### config.mk
export PLATFORM = sky130hd
export DESIGN_NAME = led_pattern_engine_flat
export DESIGN_NICKNAME = d
export VERILOG_FILES = /design/src/rtl/led_pattern_engine_if.sv /design/src/rtl/led_pattern_engine.sv /design/src/flat_wrapper.sv
export SDC_FILE = /design/constraint.sdc
export NUM_CORES = 1
export LEC_CHECK = 0
export ABC_AREA = 1
export ABC_CLOCK_PERIOD_IN_PS = 3300
export CAP_MARGIN = 5
export CORE_MARGIN = 2
export CORE_UTILIZATION = 55
export DETAILED_ROUTE_END_ITERATION = 8
export PLACE_DENSITY = 0.79
export SYNTH_ARGS = -nofsm -noshare
export SYNTH_HDL_FRONTEND = slang
export SYNTH_SLANG_ARGS = --single-unit
### constraint.sdc
create_clock -name clk -period 3.3 [get_ports clk]
set_input_delay 0.825 -clock clk [delete_from_list [all_inputs] [get_ports clk]]
set_output_delay 0.825 -clock clk [all_outputs]
set_load 0.05 [all_outputs]
### src/rtl/led_pattern_engine_if.sv
// Configuration and LED-drive bundle for led_pattern_engine.
// The master side drives the pattern configuration. The slave side is the engine, which returns the LED drive and the strobes.
interface led_pattern_engine_if #(
    parameter int WIDTH = 8,
    parameter int DIV_W = 24
);
    logic [DIV_W-1:0] step_div;
    logic [2:0]       mode;
    logic             dir;
    logic             pause;
    logic             load;
    logic [WIDTH-1:0] seed;
    logic [WIDTH-1:0] mask;
    logic [3:0]       bright;
    logic [WIDTH-1:0] led_out;
    logic             step_pulse;
    logic             wrap_pulse;

    modport master (
        output step_div, mode, dir, pause, load, seed, mask, bright,
        input  led_out, step_pulse, wrap_pulse
    );

    modport slave (
        input  step_div, mode, dir, pause, load, seed, mask, bright,
        output led_out, step_pulse, wrap_pulse
    );
endinterface

### src/rtl/led_pattern_engine.sv
// LED pattern generator with prescaled stepping and six pattern modes.
// It also provides 16-level PWM brightness, per-bit masking and step/wrap strobes.
module led_pattern_engine #(
    parameter int WIDTH = 8,
    parameter int DIV_W = 24
) (
    input  logic                 clk,
    input  logic                 rstn,
    led_pattern_engine_if.slave  pif
);
    localparam logic [2:0] M_ROTATE  = 3'd0;
    localparam logic [2:0] M_BOUNCE  = 3'd1;
    localparam logic [2:0] M_COUNTER = 3'd2;
    localparam logic [2:0] M_BAR     = 3'd3;
    localparam logic [2:0] M_LFSR    = 3'd4;
    localparam logic [2:0] M_STATIC  = 3'd5;
    localparam logic [2:0] M_OFF     = 3'd7;

    localparam logic [WIDTH-1:0] P_ONE   = {{(WIDTH-1){1'b0}}, 1'b1};
    localparam logic [DIV_W-1:0] CNT_ONE = {{(DIV_W-1){1'b0}}, 1'b1};
    localparam logic [31:0] TAPS_ALL = (WIDTH == 32) ? 32'h8020_0003 :
                                       (WIDTH == 16) ? 32'h0000_B400 : 32'h0000_00B8;
    localparam logic [WIDTH-1:0] LFSR_TAPS = TAPS_ALL[WIDTH-1:0];

    typedef enum logic {BNC_UP   = 1'b0, BNC_DOWN  = 1'b1} bnc_state_t;
    typedef enum logic {BAR_FILL = 1'b0, BAR_DRAIN = 1'b1} bar_state_t;

    logic [WIDTH-1:0] pattern_r, pattern_nxt_s;
    logic [DIV_W-1:0] cnt_r, cnt_nxt_s, div_eff_s, term_s;
    logic [3:0]       pwm_cnt_r;
    logic [2:0]       mode_q_r;
    bnc_state_t       bnc_st_r, bnc_nxt_s;
    bar_state_t       bar_st_r, bar_nxt_s;
    logic [WIDTH-1:0] led_out_r, led_nxt_s;
    logic             step_d_r, wrap_d_r, step_pulse_r, wrap_pulse_r;
    logic             mode_chg_s, at_term_s, step_s, wrap_s, pwm_on_s;

    function automatic logic [WIDTH-1:0] init_pattern(input logic [2:0] m,
                                                      input logic [WIDTH-1:0] s);
        case (m)
            M_ROTATE, M_BOUNCE, M_LFSR: init_pattern = P_ONE;
            M_STATIC:                   init_pattern = s;
            default:                    init_pattern = '0;
        endcase
    endfunction

    assign div_eff_s  = (pif.step_div == '0) ? CNT_ONE : pif.step_div;
    assign term_s     = div_eff_s - CNT_ONE;
    // >= rather than == so that lowering step_div below the current count steps at once
    assign at_term_s  = (cnt_r >= term_s);
    assign mode_chg_s = (pif.mode != mode_q_r);
    assign step_s     = !mode_chg_s && !pif.load && !pif.pause && at_term_s;

    // Next pattern, prescaler and bounce/bar state; priority: mode change, load, pause, step
    always_comb begin
        pattern_nxt_s = pattern_r;
        cnt_nxt_s     = cnt_r;
        bnc_nxt_s     = bnc_st_r;
        bar_nxt_s     = bar_st_r;
        wrap_s        = 1'b0;
        if (mode_chg_s) begin
            pattern_nxt_s = init_pattern(pif.mode, pif.seed);
            cnt_nxt_s     = '0;
            bnc_nxt_s     = BNC_UP;
            bar_nxt_s     = BAR_FILL;
        end else if (pif.load) begin
            pattern_nxt_s = ((mode_q_r == M_LFSR) && (pif.seed == '0)) ? P_ONE : pif.seed;
            cnt_nxt_s     = '0;
        end else if (pif.pause) begin
            cnt_nxt_s     = cnt_r;
        end else if (at_term_s) begin
            cnt_nxt_s = '0;
            case (mode_q_r)
                M_ROTATE: begin
                    pattern_nxt_s = pif.dir ? {pattern_r[0], pattern_r[WIDTH-1:1]}
                                            : {pattern_r[WIDTH-2:0], pattern_r[WIDTH-1]};
                    wrap_s        = (pattern_nxt_s == P_ONE);
                end
                M_BOUNCE: begin
                    case (bnc_st_r)
                        BNC_UP: begin
                            pattern_nxt_s = {pattern_r[WIDTH-2:0], 1'b0};
                            bnc_nxt_s     = pattern_nxt_s[WIDTH-1] ? BNC_DOWN : BNC_UP;
                        end
                        BNC_DOWN: begin
                            pattern_nxt_s = {1'b0, pattern_r[WIDTH-1:1]};
                            bnc_nxt_s     = pattern_nxt_s[0] ? BNC_UP : BNC_DOWN;
                        end
                        default: bnc_nxt_s = BNC_UP;
                    endcase
                    wrap_s = (pattern_nxt_s == P_ONE);
                end
                M_COUNTER: begin
                    pattern_nxt_s = pif.dir ? (pattern_r - P_ONE) : (pattern_r + P_ONE);
                    wrap_s        = (pattern_nxt_s == '0);
                end
                M_BAR: begin
                    case (bar_st_r)
                        BAR_FILL: begin
                            pattern_nxt_s = {pattern_r[WIDTH-2:0], 1'b1};
                            bar_nxt_s     = (pattern_nxt_s == '1) ? BAR_DRAIN : BAR_FILL;
                        end
                        BAR_DRAIN: begin
                            pattern_nxt_s = {1'b0, pattern_r[WIDTH-1:1]};
                            if (pattern_nxt_s == '0) begin
                                bar_nxt_s = BAR_FILL;
                                wrap_s    = 1'b1;
                            end else begin
                                bar_nxt_s = BAR_DRAIN;
                            end
                        end
                        default: bar_nxt_s = BAR_FILL;
                    endcase
                end
                M_LFSR: begin
                    pattern_nxt_s = {1'b0, pattern_r[WIDTH-1:1]} ^ (pattern_r[0] ? LFSR_TAPS : '0);
                    wrap_s        = (pattern_nxt_s == P_ONE);
                end
                default: pattern_nxt_s = pattern_r;
            endcase
        end else begin
            cnt_nxt_s = cnt_r + CNT_ONE;
        end
    end

    // LED drive: current pattern gated by mask and PWM phase, blanked in the off modes
    always_comb begin
        pwm_on_s = (pif.bright == 4'd15) || (pwm_cnt_r < pif.bright);
        if (mode_q_r >= 3'd6) begin
            led_nxt_s = '0;
        end else begin
            led_nxt_s = pattern_r & pif.mask & {WIDTH{pwm_on_s}};
        end
    end

    // State registers; strobes are delayed one cycle so they line up with the new led_out
    always_ff @(posedge clk or negedge rstn) begin
        if (!rstn) begin
            pattern_r    <= '0;
            cnt_r        <= '0;
            pwm_cnt_r    <= 4'd0;
            mode_q_r     <= M_OFF;
            bnc_st_r     <= BNC_UP;
            bar_st_r     <= BAR_FILL;
            led_out_r    <= '0;
            step_d_r     <= 1'b0;
            wrap_d_r     <= 1'b0;
            step_pulse_r <= 1'b0;
            wrap_pulse_r <= 1'b0;
        end else begin
            pattern_r    <= pattern_nxt_s;
            cnt_r        <= cnt_nxt_s;
            pwm_cnt_r    <= pwm_cnt_r + 4'd1;
            mode_q_r     <= pif.mode;
            bnc_st_r     <= bnc_nxt_s;
            bar_st_r     <= bar_nxt_s;
            led_out_r    <= led_nxt_s;
            step_d_r     <= step_s;
            wrap_d_r     <= step_s && wrap_s;
            step_pulse_r <= step_d_r;
            wrap_pulse_r <= wrap_d_r;
        end
    end

    assign pif.led_out    = led_out_r;
    assign pif.step_pulse = step_pulse_r;
    assign pif.wrap_pulse = wrap_pulse_r;
endmodule

### src/flat_wrapper.sv
// flat-port wrapper written by rule: the top's interface ports become plain ports
module led_pattern_engine_flat 
#(
    parameter int WIDTH = 8,
    parameter int DIV_W = 24
)
  (clk, rstn, pif_step_div, pif_mode, pif_dir, pif_pause, pif_load, pif_seed, pif_mask, pif_bright, pif_led_out, pif_step_pulse, pif_wrap_pulse);
  led_pattern_engine_if #(.WIDTH(WIDTH), .DIV_W(DIV_W)) pif_i ();
  input  logic clk;
  input  logic rstn;
  input wire logic [$bits(pif_i.step_div)-1:0] pif_step_div;
  input wire logic [$bits(pif_i.mode)-1:0] pif_mode;
  input wire logic [$bits(pif_i.dir)-1:0] pif_dir;
  input wire logic [$bits(pif_i.pause)-1:0] pif_pause;
  input wire logic [$bits(pif_i.load)-1:0] pif_load;
  input wire logic [$bits(pif_i.seed)-1:0] pif_seed;
  input wire logic [$bits(pif_i.mask)-1:0] pif_mask;
  input wire logic [$bits(pif_i.bright)-1:0] pif_bright;
  output wire logic [$bits(pif_i.led_out)-1:0] pif_led_out;
  output wire logic [$bits(pif_i.step_pulse)-1:0] pif_step_pulse;
  output wire logic [$bits(pif_i.wrap_pulse)-1:0] pif_wrap_pulse;
  assign pif_i.step_div = pif_step_div;
  assign pif_i.mode = pif_mode;
  assign pif_i.dir = pif_dir;
  assign pif_i.pause = pif_pause;
  assign pif_i.load = pif_load;
  assign pif_i.seed = pif_seed;
  assign pif_i.mask = pif_mask;
  assign pif_i.bright = pif_bright;
  assign pif_led_out = pif_i.led_out;
  assign pif_step_pulse = pif_i.step_pulse;
  assign pif_wrap_pulse = pif_i.wrap_pulse;
  led_pattern_engine #(.WIDTH(WIDTH), .DIV_W(DIV_W)) u_core (.clk(clk), .rstn(rstn), .pif(pif_i));
endmodule
# == Word-level counts from Yosys, hierarchy flattened ==
# Index checks and enable logic that the tools add are counted.
# totals
ff_bits,53
in_bits,52
word_cells,110
# op_classes
n_addsub,5
magnitude_cmp,3
n_eq_ne,16
n_mux,46
bitwise_logic,5
n_reduce_logical,24
# ops
cell,n
$mux 24,5
$mux 8,14
$pmux 8 s2,3
$pmux 8 s5,1
$add 24x1->24 const B,1
$eq 8x1->1 const B,3
$ge 24x24->1,1
$logic_not 24->1,1
$sub 24x1->24 const B,1
$mux 1,20
$and 8x8->8,2
$logic_not 8->1,2
$eq 3x3->1 const B,3
$add 8x1->8 const B,1
$reduce_and 4->1,2
$sub 8x1->8 const B,1
$xor 7x8->8,1
$eq 7x7->1 const B,1
$logic_not 7->1,1
$reduce_bool 7->1,1
$eq 3x1->1 const B,2
$eq 3x2->1 const B,2
$logic_not 3->1,2
$reduce_bool 2->1,3
other kinds (16),25

# == Longest topological paths before layout ==
# Gate-level depths: netlist of the first run.
# logic_depth
depth_word,15
ltp_mapped,25

# == Worst setup path after synthesis of the first run ==
# Ideal clock, no wire load.
# synth_timing
path_type,input to register
startpoint,input pif_step_div[1]
endpoint,register u_core.cnt_r[13]
setup_time_ps,121
t_arrival_ps,3404
slack_ps,-225
path_stages,24
path_cell_list,inv_1 nand2_1 nor4_1 nand3_1 nand2_1 inv_1 ha_1 nand2_1 nor3_1 inv_1 nor2_1 nand3_1 xor2_1 ha_1 nand2_1 nor2_1 nand2_1 nor2_1 nand2_1 nand3_2 nand2_1 nand2_1 buf_2 nor2_1
# synth_between
elab_chain_len,8
# synth_rtl
element,line,source
start: declaration,flat_wrapper.sv:11,input wire logic [$bits(pif_i.step_div)-1:0] pif_step_div;
$logic_not 24->1,led_pattern_engine.sv:47,assign div_eff_s = (pif.step_div == '0) ? CNT_ONE : pif.step_div;
$mux 24 *,led_pattern_engine.sv:47,
$sub 24x1->24 *,led_pattern_engine.sv:48,assign term_s = div_eff_s - CNT_ONE;
$ge 24x24->1 *,led_pattern_engine.sv:50,assign at_term_s = (cnt_r >= term_s);
$mux 24 *,led_pattern_engine.sv:71,end else if (at_term_s) begin
$mux 24 *,led_pattern_engine.sv:69,end else if (pif.pause) begin
$mux 24 *,led_pattern_engine.sv:66,end else if (pif.load) begin
$mux 24 *,led_pattern_engine.sv:61,if (mode_chg_s) begin
end signal: assignment,led_pattern_engine.sv:152,cnt_r <= cnt_nxt_s;
end: declaration,led_pattern_engine.sv:29,"logic [DIV_W-1:0] cnt_r, cnt_nxt_s, div_eff_s, term_s;"
# Mark *: on every way between the ends. The rest lies on a longest branch, timed or not. The select of a mux whose other input is x is not followed.
# A chain may end at the register's enable or synchronous reset.

# == Worst setup path in the final report of the first run ==
# layout_timing
startpoint,input pif_step_div[5]
endpoint,register u_core.pattern_r[0]
# layout_between
elab_chain_len,6
# layout_rtl
element,line,source
$logic_not 24->1,led_pattern_engine.sv:47,
$mux 24 *,led_pattern_engine.sv:47,
$sub 24x1->24 *,led_pattern_engine.sv:48,
$ge 24x24->1 *,led_pattern_engine.sv:50,
$reduce_bool 3->1 (no source line) *,n/a,
$reduce_and 3->1 (no source line) *,n/a,
end signal: assignment,led_pattern_engine.sv:151,pattern_r <= pattern_nxt_s;
end: declaration,led_pattern_engine.sv:28,"logic [WIDTH-1:0] pattern_r, pattern_nxt_s;"
# Mark *: on every way between the ends. The rest lies on a longest branch, timed or not.

==> impl_results.md, run 1 <==
- Number of DRC violations after detailed-routing iteration 0: 678
- Worst reg2reg path startpoint: u_core.pattern_r[0]$_DFFE_PN0P_
- Fraction of registers with async set or reset after synthesis: 100%
- Number of antenna violations at the first check in global routing: 0
- Num rows: 34
- Actual transition at the worst max-transition pin: 0.758 ns
- XOR/XNOR Fraction of Synth Area: 6.04%
- Horizontal die dimension: 99.5 um
- Total placed instance area: 6220 um^2
- Destination of the worst hold path: u_core.pif.step_pulse$_DFF_PN0_
- Start point of the worst min-delay path: u_core.step_d_r$_DFF_PN0_
- Post-synth EDFFs: 0
- Reported max-cap violation count: 0
- CTS Sinks: 53
- # nets final: 1,000
- Die span in y: 99.5 um
- Number of vias in the routed layout: 5,910
- Master cell of the clock root buffer: sky130_fd_sc_hd__clkbuf_8
- Destination of the worst register-to-register timing path: u_core.wrap_d_r$_DFF_PN0_
- Number of global-route vias before repair: 5,537
- Worst setup skew after layout: 0.00996 ns
- Proportion of synthesized chip area in sequential cells: 26.5%
- DRC Markers: 0
- Syn-to-layout area delta: 40.7%
- GRT overflow: 0
- Non-filler cells, final: 1,019
- Setup slack of the critical path after layout: -0.283 ns
- Static Leakage: 3.36 nW
- Gate count after technology mapping: 761
- Hold path depth: 0
- Worst slew slack as a fraction of its limit: 49.5%
- Count of pins over their slew limit: 0
- Clock transition at the registers of the reported paths: 0.11 ns
- Final worst path period share: 109%
- Main combinational cell family by area after synthesis: simple AND/OR/NAND/NOR gates
- Number of unique standard cell types used by synthesis: 42
- Source-to-sink clock delay at the later pin of the worst-skew pair: 0.31 ns
- Predominant post-synthesis flop cell: sky130_fd_sc_hd__dfrtp_1
- Final-layout fill cell count: 599
- Total Die Area: 9900 um^2
- Most frequently used cell type in the post-synthesis netlist: sky130_fd_sc_hd__nand2_1
- Register-to-register setup slack: 1.02 ns
- Total negative setup slack: -7.54 ns
- H-tree lvl count: 2
- Mapped Avg Cell Area: 6.59 um^2
- Multiplexer share of the synthesized area: 0%
- Detail Route Antenna Nets: 0
- Wire per inst: 16.9 um
- Warning count from the yosys run: 0
- Hold violation total from the final report: 0
- Ports: 62
- Power per unit of standard cell area: 234 nW/um^2
- Inserted Clock Buffers: 5
- Port bufs: 61
- Worst Setup Start Kind: input port
- Post-synth top area cell: sky130_fd_sc_hd__dfrtp_1
- Post-synthesis simple-gate area fraction: 40.5%
- Status: finished with violations
- Placed wire-length estimate after detailed placement: 11,800 um
- Unrepaired setup endpoints after global routing: true
- Synth Area in Compound Gates: 9.05%
- Total routing resource utilization after global routing: 33.4%
- Count of cells along the worst register-to-register path: 12
- Starting Density: 57.2%
- Worst ir drop on vdd: 238 uV
- Routability-driven placement congestion ratio: 0.971
- CTS tree: done
- Initial DRT Pass Iterations: 6
- Critical Setup Path Class: input port to register
- Worst hold-check path type: register to register
- Register bit count reported by yosys: 53
- Placeable core region: 8760 um^2
- Number of buffers between clock root and the deepest sink: 2
- Detailed Route WL: 17,200 um
- Critical Path Fanout Max: 8
- Critical path arrival: 3.83 ns
- Tmin final: 3.58 ns
- Netlist area before placement: 5020 um^2
- Type of element capturing the critical path: register
- Required time of the critical path: 3.55 ns
- Maximum number of pins on one net before global-route repair: 34
- Multi-input gate area in the final layout: 3820 um^2
- Placed cells: 979
- Commonest cells in the netlist: sky130_fd_sc_hd__nand2_1 (196), sky130_fd_sc_hd__nor2_1 (133), sky130_fd_sc_hd__inv_1 (79)
- Count of antenna diodes in the layout: 0
- Violated checks: negative setup slack
- Design area: 7060 um^2
- Maximum clock frequency: 279 MHz
- Vias per std cell: 5.80
- Net count after synthesis: 851
- Top area cells in the synthesized netlist: sky130_fd_sc_hd__dfrtp_1 (25%), sky130_fd_sc_hd__nand2_1 (15%), sky130_fd_sc_hd__nor2_1 (10%)
- Adder-Cell Fraction of Synth Area: 9.63%
- Area share of the largest cell type after synthesis: 24.9%
- Fraction of layout instances using a drive strength above 1: 28.4%
- Count of endpoints failing setup in the final report: 36
- Final design utilization: 80.5%
- Wire length of the first global-routing pass: 26,700 um
- Sequential cell area: 1330 um^2
## logic make-up (layout without fill, tap and decap cells)
group,after synthesis,in the layout
compound gates,82,82
xor+xnor,32,32
fa+ha+maj,38,38
buf+inv,100,249
flops,53,53
simple gates,456,457
## layout make-up
type                            instances  share of cell area, %
Clock buffer                            5                  0.975
Sequential cell                        53                   18.9
Clock inverter                          3                  0.319
Inverter                               84                   4.50
Multi-Input combinational cell        609                   54.2
Timing Repair Buffer                  157                   19.2
Tap cell                              108                   1.92
## critical path: stages
cell and delay [ns]:
sky130_fd_sc_hd__buf_6 0.10, sky130_fd_sc_hd__nor2_2 0.13, sky130_fd_sc_hd__nand2_2 0.10, sky130_fd_sc_hd__buf_6 0.12
sky130_fd_sc_hd__buf_4 0.12, sky130_fd_sc_hd__buf_4 0.13, sky130_fd_sc_hd__buf_4 0.13, sky130_fd_sc_hd__buf_4 0.13
sky130_fd_sc_hd__nor2_4 0.20, sky130_fd_sc_hd__nand2_2 0.10, sky130_fd_sc_hd__xnor2_2 0.17, sky130_fd_sc_hd__inv_1 0.07
sky130_fd_sc_hd__ha_1 0.28, sky130_fd_sc_hd__nand2_1 0.06, sky130_fd_sc_hd__inv_2 0.08, sky130_fd_sc_hd__nand4_1 0.16
sky130_fd_sc_hd__nor2_1 0.16, sky130_fd_sc_hd__nand3_1 0.13, sky130_fd_sc_hd__nand3_4 0.13, sky130_fd_sc_hd__buf_6 0.13
sky130_fd_sc_hd__nand3_4 0.12, sky130_fd_sc_hd__nand2_8 0.13, sky130_fd_sc_hd__nand2_2 0.06, sky130_fd_sc_hd__nand2_1 0.06
## cells in the final DEF, fill, tap and decap left out, types with 9 or more instances in the layout
cell type,n
sky130_fd_sc_hd__nand2_1,169
sky130_fd_sc_hd__nor2_1,98
sky130_fd_sc_hd__buf_4,88
sky130_fd_sc_hd__inv_1,71
sky130_fd_sc_hd__nand3_1,58
sky130_fd_sc_hd__dfrtp_1,50
sky130_fd_sc_hd__ha_1,36
sky130_fd_sc_hd__clkdlybuf4s50_1,36
sky130_fd_sc_hd__a21oi_1,35
sky130_fd_sc_hd__nor2_4,24
sky130_fd_sc_hd__nand2_2,22
sky130_fd_sc_hd__o21ai_0,18
sky130_fd_sc_hd__buf_6,18
sky130_fd_sc_hd__xor2_1,15
sky130_fd_sc_hd__nor3_1,14
sky130_fd_sc_hd__nor2_2,13
sky130_fd_sc_hd__inv_2,12
sky130_fd_sc_hd__nand4_1,11
sky130_fd_sc_hd__xnor2_1,11
sky130_fd_sc_hd__buf_2,9
## where the power goes
part           leakage (nW)  internal, mW  switching, mW
Sequential            0.719         0.670         0.0482
Combinational          2.60         0.243          0.315
Clock                0.0364         0.149          0.226
## flip-flops by register name, indices dropped and copies added, names as in the netlist
signal	count
u_core.mode_q_r	3
u_core.step_d_r	1
u_core.wrap_d_r	1
u_core.pwm_cnt_r	4
u_core.bnc_st_r	1
u_core.pif.wrap_pulse	1
u_core.bar_st_r	1
u_core.pif.step_pulse	1
u_core.pattern_r	8
u_core.cnt_r	24
u_core.pif.led_out	8
## timing repair
action                     CTS  global route
resized for setup          180            67
pin swaps                   55            35
gates cloned                 2             0
setup buffers               30             3
hold buffers                 0             0
setup endpoints to repair   36            36
## metrics by stage
stage	hold slack (ns)	total power, mW	setup WS, ns
after global placement	0.332	1.19	-1.01
after global routing	0.383	1.73	-0.375
after floorplan	0.331	0.990	-0.0462
final	0.358	1.65	-0.283
after detailed placement	0.335	1.21	-0.990
after CTS	0.359	1.61	-0.0811
## worst max-delay path by stage
stage | startpoint | to | slack (ns) | depth (start not counted)
5_1_grt | pif_step_div[5] | u_core.pattern_r[0]$_DFFE_PN0P_ | -0.38 | 24
6_report | pif_step_div[5] | u_core.pattern_r[0]$_DFFE_PN0P_ | -0.28 | 24
3_5_place_dp | pif_step_div[7] | u_core.pattern_r[1]$_DFFE_PN0P_ | -0.99 | 24
4_1_cts | pif_step_div[18] | u_core.pattern_r[1]$_DFFE_PN0P_ | -0.08 | 25
3_3_place_gp | pif_step_div[7] | u_core.cnt_r[4]$_DFFE_PN0P_ | -1.01 | 24
2_1_floorplan | pif_step_div[5] | u_core.cnt_r[18]$_DFFE_PN0P_ | -0.05 | 23
## layer usage
metal / wire (um) / up-vias / track usage, %
li1: - / 2776 / -
met1: 7210 / 2787 / 47.8
met2: 8050 / 284 / 53.2
met3: 1500 / 63 / 5.62
met4: 467 / 0 / 7.80
met5: 0 / - / 0
(Power assumes the default switching activity.)
==> inputs of run 2 (changes only) <==
Settings changed: CORE_ASPECT_RATIO from default to 2, GPL_TIMING_DRIVEN from default to 0, RECOVER_POWER from default to 100.
==> run 2 against run 1 <==
- the run ends with max-capacitance violations, max-slew violations, negative setup slack left
- total power is 13% higher
- combinational power down 2%
- core utilization shrank 5.6 points
- clock power grew 67%
- critical path type unchanged
- largest cell class unchanged
==> impl_results.md, run 2 (synthesis gave the netlist of run 1 again) <==
- Number of vias in the routed layout: 5,854 (-0.95%)
- Worst Setup Start Kind: input port
- Unrepaired setup endpoints after global routing: true
- Horizontal die dimension: 71.5 um (-28%)
- GRT overflow: 0 (unchanged)
- Die span in y: 139 um (+40%)
- Min Hold Slack: 0.341 ns (-0.0164 ns)
- Maximum number of pins on one net before global-route repair: 37 (+8.8%)
- Worst ir drop on vdd: 273 uV (+14%)
- Master cell of the clock root buffer: sky130_fd_sc_hd__clkbuf_16
- Switching share of total power: 32.5% (-3.2 points)
- Count of antenna diodes in the layout: 0 (unchanged)
- Violated checks: max-capacitance violations, max-slew violations, negative setup slack
- Source-to-sink clock delay at the later pin of the worst-skew pair: 0.30 ns (about the same)
- Critical path arrival: 3.85 ns (+0.02 ns)
- Vias per std cell: 5.97 (+3.0%)
- Total Die Area: 9950 um^2 (+0.47%)
- Fraction of power consumed by sequential logic: 37.3% (-6.2 points)
- Count of pins over their slew limit: 37 (+37)
- DRC Markers: 0 (unchanged)
- Hold violation total from the final report: 0 (unchanged)
- Most common cell after layout, fill and taps aside: sky130_fd_sc_hd__nand2_1
- Internal portion of total power: 1.26 mW (+19%)
- Critical Path Fanout Max: 5 (-3)
- Relative contribution of the clock network to total power: 33.4% (+11 points)
- Final-layout fill cell count: 673 (+12%)
- Flip-flop count of the largest register, all copies and words added: 24 (unchanged)
- Commonest cells after routing, fill and taps aside: sky130_fd_sc_hd__nand2_1 (173), sky130_fd_sc_hd__nor2_1 (104), sky130_fd_sc_hd__inv_1 (73), sky130_fd_sc_hd__nand3_1 (60), sky130_fd_sc_hd__dfrtp_1 (50)
- Maximum clock frequency: 273 MHz (-2.2%)
- Wire length of the first global-routing pass: 28,300 um (+5.8%)
- Count of endpoints failing setup in the final report: 36 (unchanged)
- Number of buffers between clock root and the deepest sink: 2 (unchanged)
- Hold buffers post-CTS: 0 (unchanged)
- # nets final: 967 (-3.3%)
- Reported max-cap violation count: 1 (+1)
- Final worst path period share: 111% (+2.5 points)
- Wire per inst: 19.7 um (+16%)
- Design area: 6710 um^2 (-4.9%)
- Starting Density: 56.0% (-1.2 points)
- Setup slack of the critical path after layout: -0.365 ns (-0.0821 ns)
- Worst hold-check path type: register to register
- Initial DRT Pass Iterations: 5 (-1)
- Number of DRC violations after detailed-routing iteration 0: 456 (-33%)
- Actual transition at the worst max-transition pin: 2.01 ns (+1.26 ns)
- Post-Place Setup Slack: -1.27 ns (-0.285 ns)
- Worst slew slack as a fraction of its limit: -34.3% (-84 points)
- Routability-driven placement congestion ratio: 0.987 (+1.6%)
- Critical Setup Path Class: input port to register
- Fraction of layout instances using a drive strength above 1: 23.2% (-5.2 points)
- Total negative setup slack: -11.65 ns (-4.11 ns)
- Static Leakage: 3.24 nW (-3.6%)
- Power per unit of standard cell area: 279 nW/um^2 (+19%)
- Tmin final: 3.67 ns (+0.0821 ns)
- Ports: 62 (unchanged)
- Clock transition at the registers of the reported paths: 0.07 ns (-0.04 ns)
- Switch Pwr: 0.609 mW (+3.4%)
- Type of element capturing the critical path: register
- Sequential cell area: 1330 um^2 (unchanged)
- Number of global-route vias before repair: 5,874 (+6.1%)
- Biggest register: u_core.cnt_r
- H-tree lvl count: 2 (unchanged)
- CTS tree: done
- Worst setup skew after layout: 0.00864 ns (-0.00132 ns)
- Total placed instance area: 5840 um^2 (-6.2%)
- Detailed Route WL: 19,300 um (+12%)
- Total routing resource utilization after global routing: 37.0% (+3.5 points)
- CTS Sinks: 53 (unchanged)
- Syn-to-layout area delta: 33.7%
- Status: finished with violations
- Required time of the critical path: 3.49 ns (-0.06 ns)
- Combinational power share: 29.3% (-4.5 points)
- Multi-input gate area in the final layout: 3690 um^2 (-3.6%)
- Placeable core region: 8950 um^2 (+2.1%)
- Inserted Clock Buffers: 5 (unchanged)
- Num rows: 49 (+44%)
- Placed wire-length estimate after detailed placement: 13,200 um (+12%)
- Port bufs: 60 (-1.6%)
- Number of antenna violations at the first check in global routing: 0 (unchanged)
- Detail Route Antenna Nets: 0 (unchanged)
-- run 2: cell types whose count changed in the layout (fill, tap and decap cells not counted), sizes merged --
cell	previous run	this run
clkbuf	7	19
bufinv	0	1
buf	119	77
dlygate4sd3	0	14
clkdlybuf4s50	36	21
clkinvlp	3	0
-- run 2: through the flow --
stage               utilization (%)  instances  power [mW]
finish                         74.9        980        1.87
global route                   74.9        980        1.94
CTS                            72.5        972        1.84
detailed placement             65.2        924        1.19
global placement               65.0        923        1.17
floorplan                         -        761       0.990
-- run 2: worst paths after layout --
path | from | end | slack, ns | cells after the start
setup / recovery | pif_step_div[18] | u_core.cnt_r[7]$_DFFE_PN0P_ | -0.37 | 22
hold reg to reg | u_core.step_d_r$_DFF_PN0_ | u_core.pif.step_pulse$_DFF_PN0_ | 0.34 | 0
hold / removal | u_core.step_d_r$_DFF_PN0_ | u_core.pif.step_pulse$_DFF_PN0_ | 0.34 | 0
setup reg to reg | u_core.pattern_r[2]$_DFFE_PN0P_ | u_core.pattern_r[5]$_DFFE_PN0P_ | 0.99 | 12
max in group asynchronous | rstn | u_core.pif.led_out[2]$_DFF_PN0_ | 0.21 | 2
min in group asynchronous | rstn | u_core.cnt_r[22]$_DFFE_PN0P_ | 0.68 | 1
-- run 2: layout make-up --
class                      count  area share (%)
buffer                        16            1.85
clock buffer                   7            2.13
clock inverter                 1           0.448
inverter                      84            4.70
multi-input combinational    609            55.0
sequential                    53            19.8
tap                          102            1.90
timing repair buffer         108            14.2
-- run 2: critical path, cell delays in order --
cell                        delay, ns
sky130_fd_sc_hd__buf_8           0.10
sky130_fd_sc_hd__nor2_4          0.11
sky130_fd_sc_hd__nand2_2         0.09
sky130_fd_sc_hd__nor4_4          0.30
sky130_fd_sc_hd__nand3_1         0.14
sky130_fd_sc_hd__nand2_2         0.12
sky130_fd_sc_hd__buf_4           0.13
sky130_fd_sc_hd__buf_4           0.11
sky130_fd_sc_hd__nor2_4          0.06
sky130_fd_sc_hd__nand2_1         0.17
sky130_fd_sc_hd__xor2_1          0.13
sky130_fd_sc_hd__ha_1            0.34
sky130_fd_sc_hd__nand2_2         0.09
sky130_fd_sc_hd__nor2_4          0.10
sky130_fd_sc_hd__nand4_1         0.15
sky130_fd_sc_hd__nor2_1          0.16
sky130_fd_sc_hd__nand3_1         0.13
sky130_fd_sc_hd__nand3_4         0.14
sky130_fd_sc_hd__nand2_4         0.09
sky130_fd_sc_hd__nand2_8         0.14
sky130_fd_sc_hd__clkbuf_16       0.18
sky130_fd_sc_hd__nor2_4          0.05
-- run 2: power groups by stage --
| stage | sequential [mW] | clock (mW) | combinational [mW] |
|---|---|---|---|
| floorplan | 0.713 | 0 | 0.276 |
| global placement | 0.710 | 0 | 0.460 |
| detailed placement | 0.710 | 0 | 0.478 |
| CTS | 0.698 | 0.622 | 0.517 |
| global route | 0.701 | 0.647 | 0.597 |
| finish | 0.699 | 0.625 | 0.548 |
-- run 2: per-layer routing --
metal  up-vias  GRT usage (%)  wire length (um)
met5         -              0                 0
met4         0           30.3              2200
met3       135           3.92               814
met2       293           72.1             10400
met1      2706           31.0              5820
li1       2720              -                 -
-- run 2: repair_timing --
item,CTS,global route
endpoints found under the setup margin,36,36
cloned,2,1
pin swaps,41,31
gates resized for setup,143,71
buffers inserted,38,7
==> inputs of run 3 (changes only) <==
Settings changed: CAP_MARGIN 5 to 20.
==> results of run 3 <==
Final layout, timing and power as in run 2 (identical DEF).
